<file path="src/rtl/dice_pkg.sv">
// Shared types and constants for the two-player dice game controller.
package dice_pkg;

    typedef enum logic [2:0] {
        IDLE,
        ROLL_A,
        WAIT_B,
        ROLL_B,
        JUDGE,
        SHOW
    } state_t;

    localparam logic [2:0] WIN_NONE = 3'd0;
    localparam logic [2:0] WIN_A    = 3'd1;
    localparam logic [2:0] WIN_B    = 3'd2;
    localparam logic [2:0] WIN_DRAW = 3'd3;

    localparam logic [2:0] DIE_MIN  = 3'd1;
    localparam logic [2:0] DIE_MAX  = 3'd6;

endpackage

</file>
<file path="src/rtl/dice_counter.sv">
// One player's die: steps 1..6 and wraps while enabled, otherwise holds.
module dice_counter
    import dice_pkg::*;
(
    input  logic       clk,
    input  logic       rst,
    input  logic       en,
    output logic [2:0] value
);

    // NOTE: sequential state uses non-blocking assignments so every flop
    // samples pre-edge values regardless of process evaluation order.
    always_ff @(posedge clk or posedge rst) begin
        if (rst)
            value <= DIE_MIN;
        else if (en)
            value <= (value == DIE_MAX) ? DIE_MIN : value + 3'd1;
    end

endmodule

</file>
<file path="src/rtl/dice_judge.sv">
// Dice game controller: A rolls, then B, result code held on win for HOLD_CYCLES.
// Build option: define DICE_TIE_REROLL_EN to drop ties straight back to idle with no code.
module dice_judge
    import dice_pkg::*;
#(
    parameter int HOLD_CYCLES = 50000000,
    parameter int HW          = 26
) (
    input  logic       clk,
    input  logic       rst,
    input  logic       roll_a,
    input  logic       roll_b,
    output logic [2:0] die_a,
    output logic [2:0] die_b,
    output logic [2:0] win,
    output logic       busy
);

    localparam logic [HW-1:0] HOLD_LAST = HW'(HOLD_CYCLES - 1);

    state_t        state, next_state;
    logic [2:0]    win_next;
    logic [HW-1:0] hold_cnt, cnt_next;
    logic          en_a, en_b;

    dice_counter u_die_a (.clk(clk), .rst(rst), .en(en_a), .value(die_a));
    dice_counter u_die_b (.clk(clk), .rst(rst), .en(en_b), .value(die_b));

    // NOTE: every signal gets a default before the case so no path leaves
    // it unassigned, which would otherwise infer a latch.
    always_comb begin
        next_state = state;
        win_next   = win;
        cnt_next   = hold_cnt;
        en_a       = 1'b0;
        en_b       = 1'b0;
        case (state)
            IDLE: if (roll_a) begin
                en_a       = 1'b1;
                next_state = ROLL_A;
            end
            ROLL_A: if (roll_a) en_a = 1'b1;
                    else        next_state = WAIT_B;
            WAIT_B: if (roll_b) begin
                en_b       = 1'b1;
                next_state = ROLL_B;
            end
            ROLL_B: if (roll_b) en_b = 1'b1;
                    else        next_state = JUDGE;
            JUDGE: begin
                cnt_next   = '0;
                next_state = SHOW;
                if (die_a > die_b)
                    win_next = WIN_A;
                else if (die_b > die_a)
                    win_next = WIN_B;
                else begin
`ifdef DICE_TIE_REROLL_EN
                    win_next   = WIN_NONE;
                    next_state = IDLE;
`else
                    win_next   = WIN_DRAW;
`endif
                end
            end
            SHOW: if (hold_cnt == HOLD_LAST) begin
                win_next   = WIN_NONE;
                cnt_next   = '0;
                next_state = IDLE;
            end else begin
                cnt_next   = hold_cnt + 1'b1;
            end
            default: next_state = IDLE;
        endcase
    end

    // busy decodes the next state so it lines up with the registered state.
    always_ff @(posedge clk or posedge rst) begin
        if (rst) begin
            state    <= IDLE;
            win      <= WIN_NONE;
            busy     <= 1'b0;
            hold_cnt <= '0;
        end else begin
            state    <= next_state;
            win      <= win_next;
            busy     <= (next_state != IDLE);
            hold_cnt <= cnt_next;
        end
    end

endmodule

</file>
<file path="config.mk">
export PLATFORM = sky130hd
export DESIGN_NAME = dice_judge
export DESIGN_NICKNAME = d
export VERILOG_FILES = /design/src/rtl/dice_pkg.sv /design/src/rtl/dice_counter.sv /design/src/rtl/dice_judge.sv
export SDC_FILE = /design/constraint.sdc
export NUM_CORES = 1
export LEC_CHECK = 0
export CORE_MARGIN = 1.5
export CORE_UTILIZATION = 40
export DETAILED_ROUTE_END_ITERATION = 6
export GPL_ROUTABILITY_DRIVEN = 0
export PLACE_DENSITY = 0.66
export SLEW_MARGIN = 40
export SYNTH_ARGS = -nofsm -noshare
export SYNTH_HDL_FRONTEND = slang
export SYNTH_SLANG_ARGS = --single-unit
</file>
<file path="constraint.sdc">
create_clock -name clk -period 2.5 [get_ports clk]
set_input_delay 0.5 -clock clk [delete_from_list [all_inputs] [get_ports clk]]
set_output_delay 0.5 -clock clk [all_outputs]
set_load 0.005 [all_outputs]
</file>
; ---- Word level (Yosys, flattened, before mapping)
; Cells that the tools add are included.
[word_totals]
input_bits = 4
elab_cells = 44
ff_bits = 39
[op_classes]
add_sub_neg = 3
n_lt_le_gt_ge = 2
reduce_logical = 6
eq_ne = 9
n_mux = 18
[ops]
columns = cell, count
row1 = 26-bit case mux with 2 select lines, 1
row2 = "26-bit by 1-bit adder with 26-bit output, second input constant", 1
row3 = "26-bit equality test, second input constant", 1
row4 = 26-bit 2-to-1 mux, 1
row5 = 3-bit 2-to-1 mux, 8
row6 = 3-bit case mux with 6 select lines, 1
row7 = "3-bit equality test, second input constant", 4
row8 = "3-bit by 1-bit adder with 3-bit output, second input constant", 2
row9 = "3-bit by 2-bit equality test with 1-bit output, second input constant", 2
row10 = 3-bit > comparator, 2
row11 = 3-bit case mux with 2 select lines, 1
row12 = 1-bit 2-to-1 mux, 5
row13 = 2-bit OR reduction, 2
row14 = "3-bit by 1-bit equality test with 1-bit output, second input constant", 1
row15 = 3-bit logical NOT, 1
row16 = 3-bit nonzero test, 1
row17 = 2-bit 2-to-1 mux, 1
row18 = "2-bit != test, second input constant", 1
row19 = 2-bit AND reduction, 1
row20 = 2-bit nonzero test, 1

; ---- Logic depth before layout (Yosys ltp)
; Gate-level depths: netlist of the first run.
[logic_depth]
ltp_word = 4
mapped_depth = 8
mapped_depth_nobuf = 7

; ---- Hierarchy
; Synthesis of the first run repeated with hierarchy kept, for this count alone.
[hier_totals]
cells_unflattened = 234
area_unflattened_um2 = 2110.8
[by_module_without_submodules]
columns = mod, area_each_um2, cells_per_inst, seq_area_each_um2, n_inst
row1 = dice_judge, 1845.5, 212, 800.8, 1
row2 = dice_counter, 132.6, 11, 76.3, 2

; ---- Worst setup path before layout of the first run
; Ideal clock, no wire load.
[synth_path]
kind = register to register
start = reg hold_cnt[0]
end = reg hold_cnt[19]
path_stages_with_launch = 8
arrival_ps = 1738
period_less_slack_ps = 1859
setup_slack_ps = 641
t_required_ps = 2379
cell_sequence = dfrtp_1 ha_1 nand3_1 or4_4 o21ai_4 buf_6 nor2_2 a22o_1
[synth_between]
elab_chain_len = 3
[synth_lines]
columns = item, line_no
row1 = "start, declared", dice_judge.sv:23  ; logic [HW-1:0] hold_cnt, cnt_next;
row2 = "start signal, assigned", dice_judge.sv:88  ; hold_cnt <= cnt_next;
row3 = 26-bit by 1-bit adder with 26-bit output or 26-bit equality test (tied branches), "dice_judge.sv:71, dice_judge.sv:66"
row4 = 26-bit 2-to-1 mux (*), dice_judge.sv:66  ; SHOW: if (hold_cnt == HOLD_LAST) begin
row5 = 26-bit case mux with 2 select lines (*), dice_judge.sv:37  ; case (state)
; Mark *: on every way between the ends. The rest lies on a longest branch, timed or not.
; A chain may end at the register's enable or synchronous reset.

; ---- Final worst setup path of the first run
; Ends and elaborated chain as after synthesis.

==> results of run 1 <==
[cell usage in the layout, fill, tap and decap left out, types with 3 or more instances in the layout]
cell type        count
nand3_1             17
inv_1               13
and4_1               4
nor4_1               4
ha_1                 4
o21ai_0             24
nor2_1               7
and3_1               3
a22o_1               4
nand2_1             34
dfrtp_1             36
o31ai_1              4
or3_1                8
nor3_1               8
clkdlybuf4s50_1     12
and2_1               5
a21oi_1              9
a31oi_1              5
o22ai_1              3
nand4_1              7
buf_4                8
a21o_1               3
o311ai_0             4
nor3b_1              4
clkbuf_8             6
[logic make-up after synthesis]
kind of cell,synth area share
and+or+nand+nor,0.283
adders and majority gates,0.0229
muxes,0.0143
xor gates and xnor gates,0.00802
other,0.00172
DFF,0.436
AOI/OAI and AO/OA,0.187
buffers and inverters,0.0469
[worst reg2reg max path: cells and delay by family, from the launching register on]
family | cells | cell delay [ns]
DFF | 1 | 0.39
and+or+nand+nor | 3 | 0.71
adders and majority gates | 1 | 0.21
buffers and inverters | 1 | 0.22
AOI/OAI and AO/OA | 2 | 0.53
[layout make-up]
class                      count  area [um^2]
timing repair buffer          20          180
clock buffer                   7         86.3
fill                         494         2680
clock inverter                 1         5.00
multi-input combinational    188         1130
inverter                      13         48.8
tap                           70         87.6
sequential                    38          953
[registers in the layout (all words and copies together), names as in the netlist]
name,cells
busy,1
hold_cnt,26
state,3
u_die_a.value,3
u_die_b.value,3
win,2
[through the flow]
step	util	setup slack (ns)
finish	0.482	0.348
global route	0.482	0.240
CTS	0.482	0.350
detailed placement	0.464	0.351
global placement	0.464	0.403
floorplan	-	0.641
[cells in the mapped netlist, drive strengths merged (2+ instances only)]
cell type	instances
a21boi	2
a21o	3
a21oi	9
a22o	4
a31oi	5
and2	5
and3	3
and4	4
buf	3
clkbuf	8
dfrtp	36
dfstp	2
ha	4
inv	13
mux2i	2
nand2	34
nand2b	2
nand3	17
nand4	8
nor2	9
nor2b	2
nor3	8
nor3b	4
nor4	4
nor4b	2
o21ai	27
o22ai	3
o311ai	5
o31ai	4
or2	2
or3	8
or4	3
[per-layer routing]
metal  GRT usage  up-vias
met3      0.0393        8
met2       0.271       51
met4      0.0519        0
li1            -      950
met1       0.232      897
met5           0        -
[power by group]
| part | switching (mW) | internal (mW) |
|---|---|---|
| Sequential | 0.00218 | 0.617 |
| Combinational | 0.0182 | 0.0121 |
| Clock | 0.221 | 0.223 |
[final timing paths]
path                                     to  cells past startpoint  slack, ns
setup / recovery               hold_cnt[19]                      7       0.35
hold / removal                  hold_cnt[1]                      2       0.52
setup reg to reg               hold_cnt[19]                      7       0.35
hold reg to reg                 hold_cnt[1]                      2       0.52
max in group asynchronous  u_die_b.value[0]                      3       1.52
min in group asynchronous      hold_cnt[19]                      3       0.61
==> metrics.md, run 1 <==
| Metric | Value |
|---|---|
| Synth-to-Final Area Change | `14.0%` |
| Arr. time, crit path | `2.34 ns` |
| Total core area | `5170 um^2` |
| Crit Path Class | `flop to flop` |
| Die Y | `76.9 um` |
| Final hold slack | `0.521 ns` |
| Peak fanout along the critical path | `14` |
| Hold Buf Count CTS | `0` |
| Yosys top cell by area | `dfrtp_1` |
| FP Rows | `26` |
| Residual DRC | `0` |
| Clock Tree Buf Depth | `2` |
| Critical-path cell list | `ha_1 -> nand3_1 -> or4_4 -> o21ai_4 -> buf_4 -> nor2_2 -> a22o_1` |
| Placed Area | `2400 um^2` |
| GRT Total Usage | `0.171` |
| Hold Crit Class | `flop to flop` |
| Synth top area share | `0.412` |
| CTS buffer count | `5` |
| Final Setup Violations | `0` |
| RSZ-0062 raised after global routing | `no` |
| Buffers and inverters on the worst path | `1` |
| Finished Layout Cells | `337` |
| Worst setup startpoint | `hold_cnt[0]` |
| Via-to-Cell Ratio | `5.66` |
| Syn_nets | `258` |
| Fmax | `465 MHz` |
| Crit. End Element | `flop` |
| Power Dens Cells | `439 nW/um^2` |
| Highest Signal Layer | `met4` |
| Worst min-delay path startpoint | `hold_cnt[1]` |
| Final antenna-violating net count | `0` |
| Met2 WL | `2160 um` |
| Fin. Hold Viols | `0` |
| First-pass GRT wire length | `8130 um` |
| Yosys reg bits | `38` |
| Dpl hpwl | `3250 um` |
| IO buf count | `12` |
| Cell family with most CP delay | `simple AND/OR/NAND/NOR gates` |
| Die X | `76.9 um` |
| Syn Std Cell Area | `2190 um^2` |
| Leak | `1.02 nW` |
| Startpoint Class | `flop` |
| Met1 WL | `2280 um` |
| Reg2Reg Launch Point | `hold_cnt[0]` |
| Post-CTS Setup Repair Bufs | `0` |
| CTS Sinks | `38` |
| Clk_lat worst skew | `0.30 ns` |
| Fraction of registers with async set/reset | `1.00` |
| Tcrit/Tclk final | `0.861` |
| Reg clk slew, reported paths | `0.08 ns` |
| Yosys warnings | `0` |
| WL met3 | `224 um` |
| Area contributors post-synth | `dfrtp_1, nand2_1, o21ai_0, nand3_1, dfstp_2` |
| Max incr delay on CP | `0.54 ns` |
| Initial antenna violation count | `0` |
| Die ar. | `5920 um^2` |
| Peak supply drop | `0.287 mV` |
| Via count of the first global-routing pass | `1736` |
| Slew of the pin with the lowest slew margin | `0.727 ns` |
| TritonCTS clock tree | `built` |
| Layout cell share with drive strength beyond 1 | `0.0936` |
| Post-route cell area | `2490 um^2` |
| Worst path required time | `2.69 ns` |
| Cells after synthesis | `250` |
| Min Tclk post-route | `2.15 ns` |
| Total routed wirelength | `4710 um` |
| Pwr Total | `1.09 mW` |
| Initial Utilization | `0.423` |
| IO Pins | `14` |
| Mean Syn Cell Area | `8.74 um^2` |
| DR pass1 iterations | `5` |
| Detailed Route Iter0 Violations | `128` |
| Root Buffer | `clkbuf_8` |
| Status | `complete, no violations` |
| Post-synthesis sequential area ratio | `0.436` |
| Worst relative slew slack | `0.515` |
| Total number of vias | `1906` |
| CP max-delay cell | `or4_4` |
| H-tree depth | `2` |
| Nets | `274` |
| Final Slew Violations | `0` |
| PostCTS Resize Cnt | `0` |
| Gr ovfl total | `0` |
| Max-cap violations | `0` |
| Clk_skew | `0.0110 ns` |
| Top FF cell, synth | `dfrtp_1` |
| Final setup TNS | `0 ns` |
| Post-synthesis cell type count | `47` |
| Number of enable flip-flop cells after synthesis | `0` |
| Dpl cells | `329` |
| Largest net degree at the start of global routing | `39` |
| # diodes | `0` |
| Routed WL per cell | `14.0 um` |
Note: power is estimated with default switching activity, not from simulation.
==> run 2: changes to the inputs <==
--- a/config.mk
+++ b/config.mk
@@ -8,9 +8,11 @@
 export CORE_MARGIN = 1.5
 export CORE_UTILIZATION = 40
 export DETAILED_ROUTE_END_ITERATION = 6
+export DONT_BUFFER_PORTS = 1
 export GPL_ROUTABILITY_DRIVEN = 0
-export PLACE_DENSITY = 0.66
+export PLACE_DENSITY = 0.62
 export SLEW_MARGIN = 40
 export SYNTH_ARGS = -nofsm -noshare
 export SYNTH_HDL_FRONTEND = slang
+export SYNTH_HIERARCHICAL = 1
 export SYNTH_SLANG_ARGS = --single-unit
==> metrics.md, run 2 <==
| Metric | Value |
|---|---|
| Post-synthesis sequential area ratio | `0.452` |
| Startpoint Class | `flop` |
| Fin. Hold Viols | `0` |
| Final antenna-violating net count | `0` |
| Clk_lat worst skew | `0.30 ns` |
| Reg clk slew, reported paths | `0.08 ns` |
| First-pass GRT wire length | `8290 um` |
| Yosys warnings | `6` |
| Peak fanout along the critical path | `19` |
| Yosys reg bits | `38` |
| Routed WL per cell | `15.0 um` |
| DR pass1 iterations | `4` |
| Synth top area share | `0.427` |
| Dpl hpwl | `3330 um` |
| Final Setup Violations | `0` |
| Largest net degree at the start of global routing | `33` |
| GRT Total Usage | `0.193` |
| Area contributors post-synth | `dfrtp_1, nand2_1, a31oi_1, a21oi_1, nand3_1` |
| Fillcell total | `513` |
| Detailed Route Iter0 Violations | `116` |
| Peak supply drop | `0.620 mV` |
| Max-cap violations | `0` |
| Yosys top cell by area | `dfrtp_1` |
| Crit. End Element | `flop` |
| Register area | `953 um^2` |
| Worst path required time | `2.69 ns` |
| Via-to-Cell Ratio | `5.60` |
| Synth-to-Final Area Change | `16.0%` |
| CTS Sinks | `38` |
| Post-synthesis cell type count | `46` |
| Min Tclk post-route | `2.43 ns` |
| Status | `complete, no violations` |
| Residual DRC | `0` |
| Slew of the pin with the lowest slew margin | `0.635 ns` |
| Tcrit/Tclk final | `0.973` |
| Number of enable flip-flop cells after synthesis | `0` |
| Area of the multi-input gates | `1060 um^2` |
| Initial Utilization | `0.413` |
| Final setup TNS | `0 ns` |
| Die Y | `75.6 um` |
| Worst relative slew slack | `0.573` |
| Fmax | `411 MHz` |
| CTS buffer count | `5` |
| Arr. time, crit path | `2.62 ns` |
| Final Slew Violations | `0` |
| Nets | `257` |
| Post-CTS Setup Repair Bufs | `0` |
| Most flop-heavy register | `hold_cnt` |
| Gr ovfl total | `0` |
| Hold Crit Class | `input pin to async pin` |
| Total number of vias | `1792` |
| RSZ-0062 raised after global routing | `no` |
| Mean Syn Cell Area | `9.02 um^2` |
| Final worst-path setup slack | `0.0684 ns` |
| Root Buffer | `clkbuf_8` |
| Max reg flops | `26` |
| Power Dens Cells | `903 nW/um^2` |
| Fraction of registers with async set/reset | `1.00` |
| Count leader, synth | `dfrtp_1` |
| IO buf count | `0` |
| FP Rows | `26` |
| Most frequent cells in the layout | `dfrtp_1, nand2_1, a31oi_1` |
| Total routed wirelength | `4780 um` |
| TritonCTS clock tree | `built` |
| Total core area | `5110 um^2` |
| Syn Std Cell Area | `2110 um^2` |
| IO Pins | `14` |
| Leak | `1.03 nW` |
| Initial antenna violation count | `0` |
| Clk_skew | `0.00425 ns` |
| Syn_nets | `242` |
| Layout cell share with drive strength beyond 1 | `0.140` |
| Die X | `75.6 um` |
| Die ar. | `5720 um^2` |
| Via count of the first global-routing pass | `1739` |
| Most common cell after layout, fill and taps aside | `dfrtp_1` |
| Crit Path Class | `flop to flop` |
| Dpl ws | `0.0634 ns` |
| # diodes | `0` |
| Clock Tree Buf Depth | `2` |
| Cells after synthesis | `234` |
| Commonest cells post-synth | `dfrtp_1, nand2_1, a31oi_1` |
| Top FF cell, synth | `dfrtp_1` |
| H-tree depth | `2` |
| Pwr Total | `2.21 mW` |
[run 2: cell types whose count changed after synthesis, sizes merged, moves of 3 or more]
cell	previous run	this run
a21oi	9	17
a31oi	5	17
and2	5	1
nand2	34	29
nand3	17	14
o21ai	27	15
o311ai	5	1
or3	8	1
xor2	1	4
[run 2: per-stage QoR]
| step | area, um^2 | utilization | std cells | hold slack, ns |
|---|---|---|---|---|
| global route | 2450 | 0.479 | 320 | 0.210 |
| detailed placement | 2270 | 0.445 | 310 | 0.265 |
| global placement | 2270 | 0.445 | 310 | 0.265 |
| CTS | 2420 | 0.474 | 319 | 0.183 |
| finish | 2450 | 0.479 | 320 | 0.178 |
| floorplan | 2110 | - | 234 | 0.253 |
[run 2: kinds of logic (layout without fill, tap and decap cells)]
kind of cell / after synthesis / count (layout) / share of synthesized area
and+or+nand+nor: 92 / 92 / 0.229
AOI/OAI and AO/OA: 65 / 65 / 0.190
DFF: 38 / 38 / 0.452
buffers and inverters: 24 / 40 / 0.0551
xor gates and xnor gates: 6 / 6 / 0.0249
adders and majority gates: 4 / 4 / 0.0237
muxes: 4 / 4 / 0.0237
other: 1 / 1 / 0.00178
[run 2: repair_timing]
item,CTS,global route
hold buffers,1,0
hold endpoints to repair,4,0
setup endpoints to repair,0,1
gates resized for setup,0,2
[run 2: final cells by class]
cell class	instances	area share
clock buffer	5	0.0281
clock inverter	3	0.0281
inverter	13	0.0199
multi-input combinational	172	0.433
sequential	38	0.389
tap	70	0.0358
timing repair buffer	19	0.0659
[run 2: critical path, stage by stage (launching register included)]
cell	delay (ns)
dfrtp_1	0.38
or4_1	0.51
or4_4	0.55
o311a_4	0.41
buf_12	0.16
a21o_1	0.15
a22o_1	0.17
[run 2: worst paths after layout]
kind | startpoint | end | slack, ns | cells after the start
worst max register to register | hold_cnt[7] | hold_cnt[8] | 0.07 | 6
worst max-delay path | hold_cnt[7] | hold_cnt[8] | 0.07 | 6
worst min-delay path | rst | hold_cnt[0] | 0.18 | 2
max in group asynchronous | rst | u_die_a/value[0] | 1.77 | 2
min in group clk | roll_a | busy | 0.39 | 2
worst min register to register | hold_cnt[22] | hold_cnt[22] | 0.50 | 1
[run 2: report_power, final]
group | switching (mW) | total [mW] | internal [mW]
registers | 0.159 | 0.897 | 0.739
clock network | 0.243 | 0.643 | 0.400
logic | 0.368 | 0.671 | 0.303
[run 2: per-layer routing]
layer  track usage  vias up  routed length, um
met4        0.0754        0                 85
met2         0.309       35               2210
met5             0        -                  0
met3        0.0397        8                171
met1         0.258      869               2310
li1              -      880                  -
